**src/rtl/sample_output_serializer.sv**
```systemverilog
// sample_output_serializer: FIFO-buffered mono sample to I2S (BCLK/WS/SD) serializer.
// Optional build macro UNDERFLOW_HOLD_EN: an underflow frame repeats the last sample instead of silence.
`default_nettype none

module sample_output_serializer #(
  parameter int FIFO_DEPTH = 8,
  parameter int BCLK_DIV   = 4
) (
  input  logic                          i_Clock,
  input  logic                          i_Reset,
  input  logic                          i_SampleReady,
  input  logic [15:0]                   i_Sample,
  input  logic                          i_ClearFlags,
  output logic                          o_BitClock,
  output logic                          o_WordSelect,
  output logic                          o_SerialData,
  output logic [$clog2(FIFO_DEPTH):0]   o_FifoLevel,
  output logic                          o_Overflow,
  output logic                          o_Underflow
);

  localparam int PTR_W = $clog2(FIFO_DEPTH);
  localparam int LVL_W = PTR_W + 1;
  localparam int DIV_W = $clog2(BCLK_DIV);
  localparam logic [DIV_W-1:0] DIV_LAST = DIV_W'(BCLK_DIV - 1);
  localparam logic [LVL_W-1:0] LVL_FULL = LVL_W'(FIFO_DEPTH);

  logic [15:0]      mem [FIFO_DEPTH];
  logic [PTR_W-1:0] wr_ptr;
  logic [PTR_W-1:0] rd_ptr;
  logic [LVL_W-1:0] level;
  logic [DIV_W-1:0] div_cnt;
  logic [4:0]       slot;
  logic             primed;
  logic [15:0]      frame;
  logic             prev_lsb;

  logic             div_wrap;
  logic             bclk_fall;
  logic             frame_start;
  logic             fifo_empty;
  logic             pop;
  logic             push;
  logic             drop;
  logic             underflow_evt;
  logic [4:0]       slot_next;
  logic [3:0]       bit_idx;
  logic [15:0]      frame_next;
  logic             prev_lsb_next;
  logic             sd_next;

  always_comb begin
    div_wrap      = (div_cnt == DIV_LAST);
    bclk_fall     = div_wrap && o_BitClock;
    slot_next     = slot + 5'd1;
    frame_start   = bclk_fall && (slot_next == 5'd0);
    fifo_empty    = (level == '0);
    pop           = frame_start && !fifo_empty;
    underflow_evt = frame_start && fifo_empty && primed;
    // Pop is resolved first, so a full FIFO still accepts a write in a pop cycle.
    push          = i_SampleReady && ((level != LVL_FULL) || pop);
    drop          = i_SampleReady && !push;

    frame_next = frame;
    if (pop) begin
      frame_next = mem[rd_ptr];
    end else if (frame_start) begin
`ifdef UNDERFLOW_HOLD_EN
      frame_next = frame;
`else
      frame_next = '0;
`endif
    end

    prev_lsb_next = frame_start ? frame[0] : prev_lsb;
    // Slots 1..16 carry bits 15..0 and slots 17..31 carry bits 15..1; both are (-slot) mod 16.
    bit_idx = 4'd0 - slot_next[3:0];
    sd_next = (slot_next == 5'd0) ? prev_lsb_next : frame_next[bit_idx];
  end

  always_ff @(posedge i_Clock) begin
    if (push) begin
      mem[wr_ptr] <= i_Sample;
    end
  end

  always_ff @(posedge i_Clock or posedge i_Reset) begin
    if (i_Reset) begin
      div_cnt      <= '0;
      o_BitClock   <= 1'b0;
      o_WordSelect <= 1'b0;
      o_SerialData <= 1'b0;
      o_Overflow   <= 1'b0;
      o_Underflow  <= 1'b0;
      slot         <= 5'd31;
      frame        <= '0;
      prev_lsb     <= 1'b0;
      primed       <= 1'b0;
      wr_ptr       <= '0;
      rd_ptr       <= '0;
      level        <= '0;
    end else begin
      if (div_wrap) begin
        div_cnt    <= '0;
        o_BitClock <= ~o_BitClock;
      end else begin
        div_cnt <= div_cnt + DIV_W'(1);
      end

      if (bclk_fall) begin
        slot         <= slot_next;
        o_WordSelect <= slot_next[4];
        o_SerialData <= sd_next;
      end

      if (frame_start) begin
        frame    <= frame_next;
        prev_lsb <= prev_lsb_next;
      end

      if (pop) begin
        rd_ptr <= rd_ptr + PTR_W'(1);
      end
      if (push) begin
        wr_ptr <= wr_ptr + PTR_W'(1);
        primed <= 1'b1;
      end
      level <= level + LVL_W'(push) - LVL_W'(pop);

      // A set event outranks a same-cycle clear.
      o_Overflow  <= drop | (o_Overflow & ~i_ClearFlags);
      o_Underflow <= underflow_evt | (o_Underflow & ~i_ClearFlags);
    end
  end

  assign o_FifoLevel = level;

endmodule

`default_nettype wire

```
**config.mk**
```make
export PLATFORM = sky130hd
export DESIGN_NAME = sample_output_serializer
export DESIGN_NICKNAME = d
export VERILOG_FILES = /design/src/rtl/sample_output_serializer.sv
export SDC_FILE = /design/constraint.sdc
export NUM_CORES = 1
export LEC_CHECK = 0
export CORE_MARGIN = 3
export CORE_UTILIZATION = 55
export CTS_CLUSTER_DIAMETER = 50
export CTS_CLUSTER_SIZE = 40
export DETAILED_ROUTE_END_ITERATION = 10
export GPL_TIMING_DRIVEN = 0
export PLACE_DENSITY = 0.73
export SYNTH_ARGS = -nofsm -noshare
export SYNTH_HDL_FRONTEND = slang
export SYNTH_SLANG_ARGS = --single-unit
```
**constraint.sdc**
```tcl
create_clock -name i_Clock -period 5.46 [get_ports i_Clock]
set_clock_uncertainty 0.15 [all_clocks]
set_input_delay 1.092 -clock i_Clock [delete_from_list [all_inputs] [get_ports i_Clock]]
set_output_delay 1.092 -clock i_Clock [all_outputs]
set_load 0.02 [all_outputs]
```
### Yosys cells after proc, flatten, opt, wreduce, memory -nomap -nowiden

Memories as Yosys holds them, arrays and structs flattened.
Index checks and enable logic that the tools add are counted.
Widths: inputs -> output; s select.

* bits in registers: 40
* memory bits (writable): 128
* output and inout bits: 9
* word-level logic and storage cells: 51
* memories kept: 1

Memories
* mem: words 8, width 16, read ports 1, clocked after Yosys merged registers in 0, wr ports 1, RTL line 28 `logic [15:0] mem [FIFO_DEPTH];`

* $add $sub $neg: 7
* order comparisons: 1
* equality and inequality tests: 2
* mux-type cells: 9
* bitwise logic cells: 6
* reduce and logical (&&, ||, !) cells: 12

Operator list (count)
* $mux 16: 2
* $logic_and 1x1->1: 7
* $add 3x1->3 const B: 2
* $add 5x1->5 const B: 1
* $logic_not 5->1: 1
* $lt 4x5->1 const B: 1
* $mux 1: 5
* $add 4x1->4: 1
* $bmux 1 s4: 1
* $logic_not 4->1: 1
* $ne 4x4->1 const B: 1
* $sub 1x4->4 const A: 1
* $sub 4x1->4: 1
* $add 2x1->2 const B: 1
* $and 1x1->1: 2
* $eq 2x2->1 const B: 1
* $logic_not 1->1: 2
* $mux 2: 1
* $not 1->1: 2
* $or 1x1->1: 2
* $logic_or 1x1->1: 1

### Longest topological paths before layout

Gate-level depths: netlist (run 1).

* depth after elaboration: 9
* gate-level depth with buffers: 11

### Least setup slack after synthesis (run 1)

No wires, ideal clock.

* path kind: reg-to-reg
* start: register slot[2]
* end: memory mem[4][0] (enable)
* library setup time: 0.436 ns
* arrival: 3.482 ns
* required time: 4.874 ns
* setup slack: 1.392 ns
* stages on the path, launching flop included: 7
* clock period less this slack: 4.068 ns
* cell sequence: dfstp_2 > clkbuf_1 > nand2_1 > a211o_4 > nor2_2 > o21ai_1 > nor4b_1

* word-level cells in the longest chain between the ends: 8

Ends and longest elaborated chain
* from (decl): RTL line 33 `logic [4:0] slot;`
* from (signal assigned): RTL line 111 `slot <= slot_next;`
* $add 5x1->5: RTL line 55 `slot_next = slot + 5'd1;`
* $logic_not 5->1: RTL line 56 `frame_start = bclk_fall && (slot_next == 5'd0);`
* $logic_and 1x1->1: RTL line 56
* $logic_and 1x1->1: RTL line 58 `pop = frame_start && !fifo_empty;`
* $logic_or 1x1->1: RTL line 61 `push = i_SampleReady && ((level != LVL_FULL) || pop);`
* $logic_and 1x1->1: RTL line 61
* $mux 1: RTL line 82 `if (push) begin`
* $mux 1 (implied by the code): RTL line 83 `mem[wr_ptr] <= i_Sample;`
* to (decl): RTL line 28

Every way passes these cells.

### Final worst setup path (run 1)

* start: register slot[2]
* end: memory mem[4][8] (enable)

Same word-level chain as after synthesis.

==> flow_metrics.tcl, run 1 <==
set metrics [dict create \
    grt_pass1_vias 3793 \
    max_freq_ghz 0.267 \
    dr.pass1.iters 5 \
    clkPwrFrac_pct 38.5 \
    postRouteAntennaNets 0 \
    p_seq_share_pct 47.8 \
    cap_violations 0 \
    power.internal_mw 2.53 \
    core_mm2 0.0117 \
    switchingPower_mw 0.822 \
    path_max_fanout 10 \
    start_util_pct 57.9 \
    critPathRequiredTime_ns 5.44 \
    drc 0 \
    ys_top_cells_by_area "edfxtp_1 57%, dfrtp_1 13%, mux4_2 11%" \
    vias 3643 \
    synth_ff_type "edfxtp_1" \
    period_minus_slack_ns 3.74 \
    area_delta_synth_final_pct 19.2 \
    die_w_um 117 \
    whs_ns 0.288 \
    routedWlPerCell_um 21.4 \
    grt_max_degree 40 \
    layout.nets 483 \
    setup_violations 0 \
    chipHeight_um 117 \
    cts_tree "built" \
    fp-row-count 39 \
    htree_levels 4 \
    synth_top_area_share_pct 56.7 \
    num_antenna_cells 0 \
    syn_nets 421 \
    peakVddDrop_mv 0.296 \
    hold_viol 0 \
    max_stage_delay_ns 0.86 \
    yosysUniqueCellTypes 47 \
    maxSlewViolCount 0 \
    crit_type "reg -> reg" \
    status "finished clean" \
    synth_edf_count 128 \
    period_share_pct 68.6 \
    yosysMostFrequentCell "edfxtp_1" \
    ctsHoldBuffers 0 \
    clockBufferDepth 2 \
    drive_above_1_share_pct 23.2 \
    hp-class "reg -> reg" \
    grt_pass1_wl_um 20800 \
    placed_cells 577 \
    clock_latency_ns 0.42 \
    overflow 0 \
    rsz0062_at_grt "false" \
    syn_avg_cell_area_um2 17.4 \
    cts_setup_buffers 0 \
    numPortBuffers 28 \
    cp_data_arrival_time_ns 3.72 \
    dieArea_mm2 0.0137 \
    yosys_register_bits 167 \
    end_kind "flop" \
    cts_sinks 167 \
    start_kind "flop" \
    drt-initial-drc-count 318 \
    tightest_slew_ns 0.942 \
    slew-limit-headroom_pct 37.0 \
    dpl.hpwl_um 8900 \
    yosys-top-cells-count "128 x edfxtp_1, 37 x nand2_1, 34 x dfrtp_1, 34 x mux4_2" \
    swShare_pct 24.5 \
    synthCells 391 \
    async_reset_ff_share_pct 23.4 \
    clk_pin_slew_ns 0.06 \
    fillers 772 \
    gp_congestion 0.828 \
    routed_wl_um 13000 \
    synth_top_cell_by_area "edfxtp_1" \
    instances_no_fill 609 \
    p_per_area_mw_per_mm2 415 \
    yosysWarningCount 0 \
    gr-usage-all-layers_pct 21.4 \
    ys_seq_area_share_pct 71.1 \
    p_leak_nw 2.89 \
    antenna_found_initial 0 \
    cts_made_buffers 17 \
    root_buffer "clkbuf_16" \
    ios 29 \
    postCtsResizedCells 0 \
    drt-vias-per-instance 5.98 \
    comb_power_share_pct 13.7 \
    cp_cell_sequence "clkbuf_1 > nand2_1 > a211o_4 > nor2_2 > o21ai_1 > nor4b_2 > buf_4" \
    syn_area_mm2 0.00678 \
    crit_slowest_cell "nor4b_2" \
]
layout make-up:
cell class / count / area (um2) / area share, %
inverter: 13 / 48.8 / 0.603
buffer: 19 / 91.3 / 1.13
tap: 143 / 179 / 2.21
multi-input combinational: 192 / 1860 / 23.0
clock buffer: 18 / 439 / 5.43
timing repair buffer: 43 / 434 / 5.37
clock inverter: 14 / 210 / 2.60
sequential: 167 / 4830 / 59.7
worst max-delay path: cells and delay by family, from the launching register on:
| kind | cells | cell delay, ns |
|---|---|---|
| AOI/OAI and AO/OA | 2 | 0.73 |
| buffers and inverters | 2 | 0.64 |
| DFF | 1 | 0.52 |
| and+or+nand+nor | 3 | 1.41 |
registers in the layout, summed over array words and instances (netlist names):
register      cells
primed            1
wr_ptr            3
slot              5
frame            16
rd_ptr            3
o_FifoLevel       4
mem             128
o_Overflow        1
o_Underflow       1
o_BitClock        1
o_WordSelect      1
o_SerialData      1
div_cnt           2
cell usage in the layout (no fill, tap or decap), drive strengths merged, types with 4 or more instances in the layout:
cell           Yosys  routed
dfrtp             34      34
xor2               5       5
mux2i             14      14
clkbuf             9      27
ha                 9       9
nor4               5       5
bufinv             0       4
buf               10      25
inv               13      19
nor2              14      14
a21oi              4       4
nor3               5       5
o21ai             17      17
edfxtp           128     128
clkdlybuf4s50      0      28
xnor2              8       8
nand2             37      37
dfstp              5       5
mux4              34      34
final timing paths:
| path | startpoint | end | slack (ns) | depth (start not counted) |
|---|---|---|---|---|
| worst max-delay path | slot[2] | mem[4][8] | 1.72 | 7 |
| worst min-delay path | div_cnt[0] | div_cnt[0] | 0.29 | 1 |
| worst max register to register | slot[2] | mem[4][8] | 1.72 | 7 |
| worst min register to register | div_cnt[0] | div_cnt[0] | 0.29 | 1 |
| max in group asynchronous | i_Reset | frame[13] | 3.67 | 2 |
| min in group asynchronous | i_Reset | o_FifoLevel[2] | 0.99 | 2 |
metrics by stage:
| step | total power, mW | setup WS [ns] | utilization (%) | TNS [ns] | cell area [um2] |
|---|---|---|---|---|---|
| 6_report | 3.35 | 1.72 | 69.0 | 0 | 8090 |
| 5_1_grt | 3.49 | 1.40 | 69.0 | 0 | 8090 |
| 4_1_cts | 3.39 | 1.65 | 69.0 | 0 | 8090 |
| 3_5_place_dp | 2.09 | 1.67 | 63.5 | 0 | 7440 |
| 3_3_place_gp | 2.02 | -0.712 | 61.8 | -21.01 | 7240 |
| 2_1_floorplan | 1.87 | 1.39 | - | 0 | 6780 |
cells by family (layout without fill, tap and decap cells):
| kind of cell | count (synthesis) | after routing | synth area share [%] |
|---|---|---|---|
| xor+xnor | 13 | 13 | 1.68 |
| fa+ha+maj | 10 | 10 | 1.96 |
| buf+inv | 32 | 107 | 2.07 |
| flops | 167 | 167 | 71.1 |
| compound gates | 43 | 43 | 4.45 |
| mux | 48 | 48 | 13.4 |
| simple gates | 78 | 78 | 5.37 |
layer usage:
metal	GRT usage, %	wire length, um	up-vias
li1	-	-	1650
met1	28.5	5250	1857
met2	33.9	6710	118
met3	5.76	762	18
met4	8.79	292	0
met5	0	0	-
power groups by stage:
stage | sequential [mW] | combinational (mW) | clock, mW
2_1_floorplan | 1.64 | 0.228 | 0
4_1_cts | 1.60 | 0.469 | 1.31
5_1_grt | 1.62 | 0.507 | 1.36
3_5_place_dp | 1.63 | 0.465 | 0
6_report | 1.60 | 0.461 | 1.29
3_3_place_gp | 1.63 | 0.393 | 0
Note: power is estimated with default switching activity, not from simulation.
==> run 2, diff against run 1 <==
- CORE_UTILIZATION: 55 -> 54
- PLACE_DENSITY: 0.73 -> 0.75
- clock period: 5.46 -> 3.1 ns (I/O delays scaled with it)
==> run 2 against run 1 <==
Net effect:
- cell count up 4.3%
- first-iteration DRC count up 13%
- count of clock-buffer cells in the layout up 2
- combinational power up 100%
- via count up 3.0%
==> flow_metrics.tcl, run 2 (synthesis results as in run 1) <==
set metrics [dict create \
    status "finished clean" \
    gr-usage-all-layers_pct 20.8 \
    clock_latency_ns 0.44 \
    post_dp_cell_area_mm2 0.00751 \
    fp-row-count 40 \
    root_buffer "clkbuf_16" \
    drt-vias-per-instance 5.91 \
    end_kind "flop" \
    chipHeight_um 118 \
    ios 29 \
    cts_made_buffers 17 \
    maxSlewViolCount 0 \
    postRouteAntennaNets 0 \
    dieArea_mm2 0.0139 \
    grt_pass1_wl_um 21200 \
    setup_violations 0 \
    routedWlPerCell_um 21.5 \
    layout.nets 484 \
    mostFrequentLayoutCells "128 x edfxtp_1, 36 x nand2_1, 34 x mux4_2, 34 x dfrtp_1, 28 x clkdlybuf4s50_1" \
    max_stage_delay_ns 0.41 \
    core_mm2 0.0122 \
    cp_data_arrival_time_ns 3.07 \
    grt_max_degree 40 \
    clk_pin_slew_ns 0.06 \
    antenna_found_initial 0 \
    crit_slowest_cell "clkbuf_1" \
    largestRegisters "mem (128), frame (16), slot (5)" \
    p_seq_share_pct 47.6 \
    cpMostUsedCell "buf_2" \
    grt_pass1_vias 3799 \
    start_util_pct 55.8 \
    die_w_um 118 \
    peakVddDrop_mv 0.586 \
    cts_sinks 167 \
    layout_commonest_cell "edfxtp_1" \
    drc 0 \
    path_max_fanout 10 \
    routed_wl_um 13700 \
    power.internal_mw 4.48 \
    slew-limit-headroom_pct 45.2 \
    period_minus_slack_ns 2.92 \
    drt-initial-drc-count 359 \
    gp_congestion 0.806 \
    hold_viol 0 \
    dr.pass1.iters 4 \
    final_core_util_pct 68.0 \
    setup-tns-final_ns 0 \
    clockBufferDepth 2 \
    total_power_mw 5.95 \
    timing.final.ws_setup_ns 0.179 \
    top_register "mem" \
    comb_power_share_pct 15.8 \
    clkPwrFrac_pct 36.6 \
    start_kind "flop" \
    design_area_mm2 0.00827 \
    cp_cell_sequence "clkbuf_1 > buf_2 > buf_2 > mux2i_1 > nor4_1 > o21a_1 > a2111oi_0 > o32ai_1" \
    num_antenna_cells 0 \
    dpl.hpwl_um 8650 \
    critPathRequiredTime_ns 3.25 \
    ctsHoldBuffers 0 \
    numPortBuffers 28 \
    cts_tree "built" \
    max_freq_ghz 0.342 \
    overflow 0 \
    period_share_pct 94.2 \
    swShare_pct 24.8 \
    area_delta_synth_final_pct 21.8 \
    vias 3751 \
    tightest_slew_ns 0.820 \
    htree_levels 4 \
    dpl_worst_slack_ns -0.653 \
    drive_above_1_share_pct 23.8 \
    p_leak_nw 2.93 \
    p_per_area_mw_per_mm2 720 \
    cap_violations 0 \
    hp-class "reg -> reg" \
    switchingPower_mw 1.47 \
    largest_register_ffs 128 \
    crit_type "reg -> reg" \
]
==> run 2: cell count changes in the layout (fill, tap and decap cells not counted), moves of 3 or more <==
cell	previous run	this run
inv_8	3	0
buf_6	10	1
buf_8	1	6
nor3_2	3	0
nor3_4	0	3
==> run 2: metal layers <==
metal / GRT usage (%) / vias to the layer above / part of all wire, %
met4: 9.45 / 0 / 2.4
met3: 5.67 / 24 / 5.9
met1: 28.6 / 1952 / 42
met5: 0 / - / 0
met2: 31.4 / 124 / 49
li1: - / 1651 / -
==> run 2: cell type report <==
type                    count  area, um2
clock buffers              20        437
fillers                   787       3900
flip-flops and latches    167       4830
repair buffers             45        518
plain buffers              18       88.8
clock inverters            12        176
inverters                  13       48.8
multi-input cells         192       1960
well taps                 168        210
==> run 2: metrics by stage <==
stage                     std cells  hold slack [ns]
final                           635            0.293
after CTS                       633            0.294
after detailed placement        595            0.286
after floorplan                 391            0.260
after global routing            635            0.310
after global placement          587            0.269
==> run 2: path summary, 6_finish.rpt <==
check / start / cells past startpoint / endpoint / slack [ns]
hold / removal: div_cnt[0] / 1 / div_cnt[0] / 0.29
setup / recovery: rd_ptr[2] / 8 / o_SerialData / 0.18
max in group asynchronous: i_Reset / 2 / primed / 1.75
setup reg to reg: rd_ptr[2] / 8 / o_SerialData / 0.18
min in group asynchronous: i_Reset / 2 / o_Underflow / 0.52
hold reg to reg: div_cnt[0] / 1 / div_cnt[0] / 0.29
==> run 2: critical path: cells and delay by family, from the launching register on <==
| kind | cells | cell delay (ns) |
|---|---|---|
| multiplexers | 1 | 0.34 |
| AO/OA/AOI/OAI | 3 | 0.74 |
| flip-flops | 1 | 0.32 |
| buffers and inverters | 3 | 1.16 |
| AND/OR/NAND/NOR | 1 | 0.07 |
==> run 2: timing repair <==
action	CTS	global route
pin swaps	6	3
resized for setup	7	5
setup endpoints to repair	130	102
setup buffers	7	2
==> run 2: power groups by stage <==
stage / Clock (mW) / Sequential [mW] / Combinational [mW]
after floorplan: 0 / 2.88 / 0.423
after global placement: 0 / 2.86 / 0.706
after detailed placement: 0 / 2.88 / 0.874
after CTS: 2.21 / 2.84 / 0.937
after global routing: 2.30 / 2.86 / 1.01
final: 2.18 / 2.83 / 0.939
